### src/rtl/alu_pkg.sv
// Shared ALU definitions: control codes, flag bit positions, arbiter FSM states.
package alu_pkg;

  localparam int unsigned ALU_DATA_W  = 32;
  localparam int unsigned ALU_CTRL_W  = 4;
  localparam int unsigned ALU_BONUS_W = 3;
  localparam int unsigned ALU_FLAG_W  = 3;

  localparam logic [3:0] ALU_AND  = 4'b0000;
  localparam logic [3:0] ALU_OR   = 4'b0001;
  localparam logic [3:0] ALU_ADD  = 4'b0010;
  localparam logic [3:0] ALU_SUB  = 4'b0110;
  localparam logic [3:0] ALU_SLT  = 4'b0111;
  localparam logic [3:0] ALU_NOR  = 4'b1100;
  localparam logic [3:0] ALU_NAND = 4'b1101;

  localparam int unsigned FLG_ZERO = 0;
  localparam int unsigned FLG_COUT = 1;
  localparam int unsigned FLG_OVF  = 2;

  typedef enum logic [1:0] {
    ST_IDLE = 2'd0,
    ST_EXEC = 2'd1,
    ST_RESP = 2'd2
  } state_t;

  // True for the seven codes the ALU implements.
  function automatic logic ctrl_legal(input logic [3:0] ctrl);
    case (ctrl)
      ALU_AND, ALU_OR, ALU_ADD, ALU_SUB,
      ALU_SLT, ALU_NOR, ALU_NAND: return 1'b1;
      default:                    return 1'b0;
    endcase
  endfunction

endpackage

### src/rtl/rr_arbiter2.sv
// Two-way round-robin grant; on a tie the requester that did not win last time wins.
module rr_arbiter2 (
  input  logic [1:0] req_valid,
  input  logic       last_grant,
  output logic [1:0] grant
);

  always_comb begin
    grant = req_valid;
    if (req_valid == 2'b11) begin
      grant = last_grant ? 2'b01 : 2'b10;
    end
  end

endmodule

### src/rtl/alu_arbiter.sv
// Shares one combinational ALU between two requesters with a tagged,
// valid/ready response channel; one operation in flight at a time.
module alu_arbiter
  import alu_pkg::*;
#(
  parameter int unsigned DATA_W  = ALU_DATA_W,
  parameter int unsigned CTRL_W  = ALU_CTRL_W,
  parameter int unsigned BONUS_W = ALU_BONUS_W
) (
  input  logic                   clk_i,
  input  logic                   rst_i,
  input  logic [1:0]             req_valid,
  output logic [1:0]             req_ready,
  input  logic [2*DATA_W-1:0]    req_src1,
  input  logic [2*DATA_W-1:0]    req_src2,
  input  logic [2*CTRL_W-1:0]    req_ctrl,
  input  logic [2*BONUS_W-1:0]   req_bonus,
  output logic                   resp_valid,
  input  logic                   resp_ready,
  output logic                   resp_id,
  output logic [DATA_W-1:0]      resp_result,
  output logic [ALU_FLAG_W-1:0]  resp_flags,
  output logic                   resp_err,
  output logic [DATA_W-1:0]      alu_src1,
  output logic [DATA_W-1:0]      alu_src2,
  output logic [CTRL_W-1:0]      alu_ctrl,
  output logic [BONUS_W-1:0]     alu_bonus,
  output logic                   alu_rst_n,
  input  logic [DATA_W-1:0]      alu_result,
  input  logic [ALU_FLAG_W-1:0]  alu_flags
);

  state_t     r_state;
  logic       r_last;
  logic       r_id;
  logic [1:0] w_grant;
  logic       w_id;
  logic       w_accept;

  rr_arbiter2 u_rr (
    .req_valid  (req_valid),
    .last_grant (r_last),
    .grant      (w_grant)
  );

  assign req_ready = (r_state == ST_IDLE) ? w_grant : 2'b00;
  assign w_accept  = |req_ready;
  assign w_id      = w_grant[1];
  assign alu_rst_n = ~rst_i;

  always_ff @(posedge clk_i or posedge rst_i) begin
    if (rst_i) begin
      r_state     <= ST_IDLE;
      r_last      <= 1'b1;
      r_id        <= 1'b0;
      resp_valid  <= 1'b0;
      resp_id     <= 1'b0;
      resp_result <= '0;
      resp_flags  <= '0;
      resp_err    <= 1'b0;
      alu_src1    <= '0;
      alu_src2    <= '0;
      alu_ctrl    <= CTRL_W'(ALU_ADD);
      alu_bonus   <= '0;
    end else begin
      case (r_state)
        ST_IDLE: begin
          if (w_accept) begin
            alu_src1  <= w_id ? req_src1[2*DATA_W-1:DATA_W]   : req_src1[DATA_W-1:0];
            alu_src2  <= w_id ? req_src2[2*DATA_W-1:DATA_W]   : req_src2[DATA_W-1:0];
            alu_ctrl  <= w_id ? req_ctrl[2*CTRL_W-1:CTRL_W]   : req_ctrl[CTRL_W-1:0];
            alu_bonus <= w_id ? req_bonus[2*BONUS_W-1:BONUS_W] : req_bonus[BONUS_W-1:0];
            r_id      <= w_id;
            r_last    <= w_id;
            r_state   <= ST_EXEC;
          end
        end
        // ALU output has had a full cycle to settle; illegal codes report a clean zero result.
        ST_EXEC: begin
          if (ctrl_legal(ALU_CTRL_W'(alu_ctrl))) begin
            resp_result <= alu_result;
            resp_flags  <= alu_flags;
            resp_err    <= 1'b0;
          end else begin
            resp_result <= '0;
            resp_flags  <= '0;
            resp_err    <= 1'b1;
          end
          resp_id    <= r_id;
          resp_valid <= 1'b1;
          r_state    <= ST_RESP;
        end
        ST_RESP: begin
          if (resp_ready) begin
            resp_valid <= 1'b0;
            r_state    <= ST_IDLE;
          end
        end
        default: r_state <= ST_IDLE;
      endcase
    end
  end

endmodule
### config.mk
export PLATFORM = sky130hd
export DESIGN_NAME = alu_arbiter
export DESIGN_NICKNAME = d
export VERILOG_FILES = /design/src/rtl/alu_pkg.sv /design/src/rtl/rr_arbiter2.sv /design/src/rtl/alu_arbiter.sv
export SDC_FILE = /design/constraint.sdc
export NUM_CORES = 1
export LEC_CHECK = 0
export CORE_MARGIN = 5
export CORE_UTILIZATION = 35
export CTS_BUF_LIST = sky130_fd_sc_hd__clkbuf_8
export DETAILED_ROUTE_END_ITERATION = 10
export GPL_TIMING_DRIVEN = 0
export PLACE_DENSITY = 0.8
export SKIP_CTS_REPAIR_TIMING = 1
export SKIP_LAST_GASP = 1
export SLEW_MARGIN = 20
export SYNTH_ARGS = -nofsm -noshare
export SYNTH_HDL_FRONTEND = slang
export SYNTH_HIERARCHICAL = 1
export SYNTH_SLANG_ARGS = --single-unit
### constraint.sdc
create_clock -name clk_i -period 3.7 [get_ports clk_i]
set_input_delay 0.555 -clock clk_i [delete_from_list [all_inputs] [get_ports clk_i]]
set_output_delay 0.555 -clock clk_i [all_outputs]
set_load 0.02 [all_outputs]
Word-level counts from Yosys, hierarchy flattened
Cells that the tools add are included.
{"block": "totals", "ff_bits": 113, "input_bits": 182, "elab_cells": 49}
{"block": "classes", "n_eq_ne": 11, "muxes": 17, "n_bitwise": 1, "n_reduce_logical": 8}
{"operator": "two-way mux 32 bit", "n": 3}
{"operator": "two-way mux 2 bit", "n": 5}
{"operator": "== test 4 x 3 -> 1 bit, second input constant", "n": 2}
{"operator": "== test 4 bit, second input constant", "n": 2}
{"operator": "OR reduction 7 bit", "n": 1}
{"operator": "two-way mux 3 bit", "n": 2}
{"operator": "one-hot mux 2 bit (3 select lines)", "n": 1}
{"operator": "AND reduction 2 bit", "n": 3}
{"operator": "== test 2 bit, second input constant", "n": 2}
{"operator": "== test 4 x 1 -> 1 bit, second input constant", "n": 1}
{"operator": "== test 4 x 2 -> 1 bit, second input constant", "n": 1}
{"operator": "zero test 4 bit", "n": 1}
{"operator": "two-way mux 1 bit", "n": 4}
{"operator": "two-way mux 4 bit", "n": 1}
{"operator": "!= test 2 bit, second input constant", "n": 2}
{"operator": "== test 2 x 1 -> 1 bit, second input constant", "n": 1}
{"operator": "zero test 2 bit", "n": 1}
{"operator": "one-hot mux 1 bit (2 select lines)", "n": 1}
{"operator": "nonzero test 2 bit", "n": 1}
{"operator": "OR reduction 2 bit", "n": 1}
{"operator": "NOT 1 bit", "n": 1}

Longest topological paths before layout
Gate-level depths: netlist of run 1.
{"block": "logic_depth", "ltp_word": 6, "ltp_mapped": 6, "ltp_nobuf": 4}

Cells and area by module
Netlist of run 1, hierarchy kept.
{"mod": "alu_arbiter", "instances": 1, "cells_each": 336, "area_each_um2": 5007.3, "seq_area_each_um2": 2830.2}
{"mod": "rr_arbiter2", "instances": 1, "cells_each": 3, "area_each_um2": 18.8, "seq_area_each_um2": 0.0}

Worst setup path after synthesis of run 1
No wires, ideal clock.
{"block": "synth_timing", "kind": "input to output", "startpoint": "input port rst_i", "endpoint": "output port alu_rst_n", "arrival_time_ps": 2992, "t_required_ps": 3145, "path_slack_ps": 153, "stages": 1, "path_buffers": 0, "path_cell_list": "inv_1"}
{"block": "synth_between", "elab_chain_len": 1}
{"item": "from (decl)", "line": "alu_arbiter.sv:11", "source": "input logic rst_i,"}
{"item": "NOT 1 bit", "line": "alu_arbiter.sv:49", "source": "assign alu_rst_n = ~rst_i;"}
{"item": "to (decl)", "line": "alu_arbiter.sv:28", "source": "output logic alu_rst_n,"}
No other way between the ends.

Worst setup path in the final report of run 1
{"block": "layout_timing", "startpoint": "input port req_valid[1]", "endpoint": "output port req_ready[1]"}
{"block": "layout_between", "elab_chain_len": 3}
{"item": "from (decl)", "line": "alu_arbiter.sv:12", "source": "input logic [1:0] req_valid,"}
{"item": "== test 2 bit", "line": "rr_arbiter2.sv:10", "source": "if (req_valid == 2'b11) begin"}
{"item": "two-way mux 2 bit *", "line": "rr_arbiter2.sv:10"}
{"item": "net w_grant[1]", "line": "alu_arbiter.sv:36", "source": "logic [1:0] w_grant;"}
{"item": "two-way mux 2 bit *", "line": "alu_arbiter.sv:46", "source": "assign req_ready = (r_state == ST_IDLE) ? w_grant : 2'b00;"}
{"item": "to (decl)", "line": "alu_arbiter.sv:13", "source": "output logic [1:0] req_ready,"}
The timed path passes the listed nets; every way through them passes the cells marked *.

==> results of run 1 <==
[cells in the mapped netlist]
master | number | area, um^2
a2111oi_4 | 1 | 27.5
a21boi_0 | 1 | 7.51
a21boi_1 | 1 | 7.51
a21o_1 | 3 | 22.5
a21oi_1 | 2 | 10.0
a22o_1 | 35 | 307
and2_1 | 1 | 6.26
and2_2 | 1 | 7.51
buf_1 | 3 | 11.3
buf_2 | 10 | 50.1
buf_6 | 3 | 33.8
clkbuf_1 | 7 | 26.3
dfrtp_1 | 111 | 2780
dfstp_2 | 2 | 52.6
inv_1 | 6 | 22.5
mux2_2 | 141 | 1590
mux2i_1 | 2 | 20.0
nand2_1 | 1 | 3.75
nand2b_1 | 2 | 12.5
nor2_1 | 2 | 7.51
nor3b_1 | 1 | 7.51
o21a_1 | 1 | 7.51
o21ai_0 | 2 | 10.0
[power groups by stage]
stage               combinational, W  clock (W)  sequential [W]
global placement             0.00357          0         0.00213
CTS                          0.00365    0.00120         0.00214
global route                 0.00382    0.00126         0.00222
detailed placement           0.00365          0         0.00215
finish                       0.00358    0.00116         0.00214
floorplan                    0.00129          0         0.00280
[critical path, delay by kind of cell]
kind | cells | cell delay (ns)
buffers and inverters | 3 | 1.57
AOI/OAI and AO/OA | 1 | 0.16
and+or+nand+nor | 1 | 0.25
[layer usage]
metal | track usage (%) | wire (um) | vias up
met3 | 6.96 | 1550 | 20
met2 | 32.8 | 7910 | 184
met4 | 6.23 | 247 | 0
li1 | - | - | 1867
met1 | 19.1 | 5530 | 1942
met5 | 0 | 0 | -
[sequential cells by signal (all words and copies together), names as in the netlist]
name         cells
alu_src1        32
alu_src2        32
resp_result     32
alu_ctrl         4
alu_bonus        3
resp_flags       3
r_state          2
r_id             1
r_last           1
resp_err         1
resp_id          1
resp_valid       1
[kinds of logic after synthesis]
family / after synthesis
multiplexers: 143
flip-flops: 113
AO/OA/AOI/OAI: 46
buffers and inverters: 29
AND/OR/NAND/NOR: 8
[layout by cell type (no fill, tap or decap)]
| cell | synthesis | layout |
|---|---|---|
| clkbuf_8 | 0 | 19 |
| a2111oi_4 | 1 | 1 |
| clkinv_2 | 0 | 4 |
| buf_1 | 3 | 2 |
| inv_6 | 0 | 1 |
| and2_1 | 1 | 1 |
| a21o_1 | 3 | 3 |
| bufinv_16 | 0 | 3 |
| clkinvlp_4 | 0 | 2 |
| and2_2 | 1 | 1 |
| mux2_2 | 141 | 141 |
| buf_16 | 0 | 1 |
| dfrtp_1 | 111 | 111 |
| clkinv_4 | 0 | 1 |
| clkdlybuf4s50_1 | 0 | 293 |
| buf_6 | 3 | 3 |
| a21boi_0 | 1 | 1 |
| mux2i_1 | 2 | 2 |
| a22o_1 | 35 | 35 |
| nor2_1 | 2 | 2 |
| a21oi_1 | 2 | 2 |
| o21ai_0 | 2 | 2 |
| o21a_1 | 1 | 1 |
| nand2_1 | 1 | 1 |
| nand2b_1 | 2 | 2 |
| a21boi_1 | 1 | 1 |
| nor3b_1 | 1 | 1 |
| clkbuf_1 | 7 | 7 |
| inv_1 | 6 | 8 |
| dfstp_2 | 2 | 2 |
| buf_2 | 10 | 10 |
[layout make-up]
class                           count  area [um^2]  share of cell area [%]
Buffer                             22          118                    1.36
Clock buffer                       19          262                    3.03
Clock inverter                     13          145                    1.68
Inverter                            6         27.5                   0.319
Multi-Input combinational cell    197         2050                    23.8
Sequential cell                   113         2830                    32.8
Tap cell                          180          225                    2.61
Timing Repair Buffer              294         2960                    34.3
[worst min path at each step]
stage	slack [ns]	endpoint	cells past startpoint
after floorplan	0.45	r_id	1
after global placement	0.49	resp_result[6]	1
after detailed placement	0.49	r_id	1
after CTS	0.51	alu_src2[11]	2
after global routing	0.52	alu_src1[22]	1
final	0.50	alu_src2[15]	1
[per-stage QoR]
step / cells / power [W]
global placement: 812 / 0.00570
finish: 844 / 0.00688
floorplan: 339 / 0.00408
detailed placement: 813 / 0.00580
global route: 844 / 0.00729
CTS: 845 / 0.00700
==> impl_metrics.json, run 1 <==
{
  "status": "completed",
  "avgSynthCellArea_um2": 14.8,
  "holdWs_ns": 0.504,
  "area_growth_pct": 71.5,
  "syn-num-nets": 521,
  "routedWlPerCell_um": 18.1,
  "path_class": "input port to primary output",
  "pin_count": 294,
  "overflow": 0,
  "finalHoldViolCount": 0,
  "clock-root-buffer": "clkbuf_8",
  "rsz0062_at_grt": "false",
  "dp_slack_ns": 0.0324,
  "critical_path_arrival_ns": 2.55,
  "power_frac_seq_pct": 31.0,
  "critPathCapture": "req_ready[1]",
  "yosys.area_share.simple_pct": 0.896,
  "p_per_area_nw_per_um2": 798,
  "synth_top_family_by_area": "multiplexers",
  "end_kind": "primary output",
  "grt_pass1_wl_um": 23500,
  "fmax_mhz": 322,
  "clockBufferDepth": 2,
  "internal_power_w": 0.00445,
  "leakage_nw": 3.56,
  "hold_path_class": "flop to flop",
  "slowest_stage": "clkdlybuf4s50_1",
  "holdCritStartpoint": "alu_src2[15]",
  "reg2reg_depth": 5,
  "start_util_pct": 35.9,
  "synthMuxAreaShare_pct": 32.0,
  "synth_area_um2": 5030,
  "ir_drop_uv": 364,
  "path_clk_slew_ns": 0.06,
  "drt-total-wl_um": 15200,
  "setup_viol": 0,
  "die_h_um": 130,
  "first_iter_violations": 106,
  "synth_seq_cells": 113,
  "cts_tree": "done",
  "yosysUniqueCellTypes": 23,
  "yosysSeqAreaShare_pct": 56.3,
  "clkPwrFrac_pct": 16.9,
  "die-area_um2": 16900,
  "period_share_pct": 83.9,
  "grt_max_degree": 68,
  "synth_compound_area_share_pct": 7.94,
  "worst_pin_slew_ns": 0.699,
  "critPathMostFrequentCell": "clkdlybuf4s50_1",
  "slew_headroom_pct": 53.4,
  "setup_tns_ns": 0,
  "postSynthCellCount": 339,
  "cp_max_fo": 19,
  "vias": 4013,
  "crit-reg2reg-capture": "alu_src2[15]",
  "cts_buffers": 17,
  "finalWorstSetupSlack_ns": 0.596,
  "io_buffer_count": 293,
  "final_util_pct": 61.6,
  "fill_cells": 1114,
  "p_sw_w": 0.00243,
  "antenna_left": 0,
  "sw_frac_of_total_pct": 35.4,
  "antenna_found_initial": 0,
  "drc": 0,
  "drt_first_pass_iters": 4,
  "yosysWarnings": 6,
  "yosys.area_share.adder_pct": 0,
  "cts_sinks": 113,
  "postPlaceCellArea_um2": 8220,
  "layout.nets": 833,
  "critPathLaunch": "req_valid[1]",
  "gp_congestion": 0.760,
  "diodes": 0,
  "hpwl_um": 12200,
  "die_x_um": 130,
  "comb_power_share_pct": 52.1,
  "finClkSkew_ns": 0.0106,
  "post-route-min-period_ns": 3.10,
  "grt_pass1_vias": 4575,
  "slew_viol_final": 0,
  "htreeDepth": 4,
  "viasPerCell": 4.75,
  "placementRows": 43,
  "cp_cell_sequence": "clkdlybuf4s50_1 > a21boi_0 > buf_2 > and2_1 > clkdlybuf4s50_1",
  "grt.total_usage_pct": 18.1,
  "drive_above_1_share_pct": 28.5,
  "core_area_um2": 14000,
  "insertion_delay_ns": 0.41,
  "cap_violations": 0,
  "slowest_delay_ns": 0.65,
  "critPathLaunchType": "input port",
  "synth_xor_area_share_pct": 0,
  "reg2reg_from": "r_last",
  "crit_required_ns": 3.14,
  "rrSetupSlack_ns": 1.37,
  "design_area_um2": 8620
}
Note: power is estimated with default switching activity, not from simulation.
==> run 2: changes to the inputs <==
CORE_UTILIZATION = 39   (was 35)
PLACE_DENSITY = 0.85   (was 0.8)
clock period = 3.25 ns   (was 3.7 ns; I/O delays follow)
==> run 2 against run 1 <==
  * Flip-flop and latch count is the same
  * Die area down 9.5%
  * Setup slack worse by 0.29 ns
  * Wire length grew 3.1%
  * Clock skew barely moved
  * Cell count is 0.71% lower
==> impl_metrics.json, run 2 (synthesis gave the netlist of run 1 again) <==
{
  "ir_drop_uv": 481,
  "cts_buffers": 17,
  "critPathLaunch": "req_valid[1]",
  "placementRows": 41,
  "rsz0062_at_grt": "false",
  "overflow": 0,
  "die_h_um": 124,
  "grt.total_usage_pct": 20.8,
  "start_util_pct": 39.8,
  "finalHoldViolCount": 0,
  "core_area_um2": 12600,
  "final_util_pct": 68.6,
  "worst_pin_slew_ns": 0.814,
  "htreeDepth": 4,
  "grt_busiest_layer": "met2",
  "viasPerCell": 4.78,
  "slew_headroom_pct": 45.7,
  "crit_required_ns": 2.76,
  "area_growth_pct": 72.2,
  "post-route-min-period_ns": 2.94,
  "fmax_mhz": 340,
  "sw_frac_of_total_pct": 35.8,
  "status": "completed",
  "power_frac_seq_pct": 30.8,
  "postPlaceCellArea_um2": 8240,
  "grt_use_met3_pct": 7.46,
  "design_area_um2": 8660,
  "drc": 0,
  "die_x_um": 124,
  "final_common_cell": "clkdlybuf4s50_1",
  "die-area_um2": 15300,
  "diodes": 0,
  "clockBufferDepth": 2,
  "hpwl_um": 12700,
  "cts_tree": "done",
  "use_met2_pct": 37.1,
  "placedCellCount": 807,
  "p_sw_w": 0.00283,
  "p_per_area_nw_per_um2": 914,
  "end_kind": "primary output",
  "layout.nets": 835,
  "reg2reg_depth": 5,
  "grt_max_degree": 37,
  "slew_viol_final": 0,
  "setup_tns_ns": 0,
  "cts_sinks": 113,
  "setup_viol": 0,
  "drt-total-wl_um": 15700,
  "grt_pass1_wl_um": 24000,
  "routedWlPerCell_um": 18.7,
  "cap_violations": 0,
  "path_class": "input port to primary output",
  "drt_first_pass_iters": 4,
  "pin_count": 294,
  "insertion_delay_ns": 0.42,
  "path_clk_slew_ns": 0.07,
  "vias": 4007,
  "critical_path_arrival_ns": 2.45,
  "first_iter_violations": 112,
  "hold_path_class": "input port to async pin",
  "io_buffer_count": 293,
  "gp_congestion": 0.764,
  "crit-reg2reg-capture": "alu_src2[30]",
  "comb_power_share_pct": 51.7,
  "antenna_left": 0,
  "final_cell_mix": "clkdlybuf4s50_1, mux2_2, dfrtp_1, a22o_1, clkbuf_8",
  "rrSetupSlack_ns": 0.98,
  "antenna_found_initial": 0,
  "layout.cells.non_filler": 838,
  "critPathLaunchType": "input port",
  "cp_max_fo": 19,
  "period_share_pct": 90.5,
  "clock-root-buffer": "clkbuf_8",
  "leakage_nw": 3.56,
  "internal_power_w": 0.00508,
  "grt_pass1_vias": 4535,
  "reg2reg_from": "r_last",
  "clkPwrFrac_pct": 17.5,
  "finClkSkew_ns": 0.0109,
  "use_met1_pct": 22.3,
  "critPathCapture": "req_ready[1]",
  "largestRegisters": "alu_src1 x32, alu_src2 x32, resp_result x32",
  "drive_above_1_share_pct": 29.1
}
==> run 2: cell types whose count changed in the layout (fill, tap and decap cells not counted) <==
cell and change:
clkinv_4 +2, buf_16 -1, inv_1 -3, clkinv_2 -1, clkinvlp_4 +3, inv_6 -1
buf_12 +3
==> run 2: worst min-delay path by stage <==
stage / depth (start not counted) / slack [ns] / to
floorplan: 1 / 0.45 / r_id
global placement: 1 / 0.49 / r_id
detailed placement: 1 / 0.49 / r_id
CTS: 2 / 0.37 / alu_src2[12]
global route: 2 / 0.39 / alu_src2[12]
finish: 2 / 0.39 / alu_src1[2]
==> run 2: power by group through the flow <==
stage | registers, W | logic [W] | clock network (W)
floorplan | 0.00318 | 0.00146 | 0
global placement | 0.00242 | 0.00406 | 0
detailed placement | 0.00245 | 0.00416 | 0
CTS | 0.00244 | 0.00416 | 0.00142
global route | 0.00252 | 0.00434 | 0.00148
finish | 0.00244 | 0.00409 | 0.00139
==> run 2: cell type report <==
cell class              count  area, um^2
well taps                 172         215
repair buffers            296        2990
flip-flops and latches    113        2830
clock inverters            13         161
plain buffers              22         118
fillers                   940        3960
multi-input cells         197        2050
inverters                   6        26.3
clock buffers              19         262
==> run 2: stage by stage <==
stage	hold WS (ns)	setup WS [ns]	power, W
after floorplan	0.446	0.827	0.00465
after global placement	0.489	-1.20	0.00648
after detailed placement	0.490	-0.264	0.00661
after CTS	0.374	-0.272	0.00802
after global routing	0.392	0.0764	0.00834
final	0.393	0.310	0.00791
==> run 2: worst max-delay path, stage by stage <==
cell and delay (ns):
clkdlybuf4s50_1 0.47, a21boi_0 0.17, buf_2 0.44, and2_1 0.24
clkdlybuf4s50_1 0.63
==> run 2: layer usage <==
metal	wire, um	part of all wire [%]
met5	0	0
met2	8180	52
met1	5750	37
met4	374	2.4
met3	1410	8.9
==> run 3: changes to the inputs <==
ABC_CLOCK_PERIOD_IN_PS = 3250   (was not set)
==> results of run 3 <==
Same layout as run 2: the final DEF is identical, and so are final timing and power.
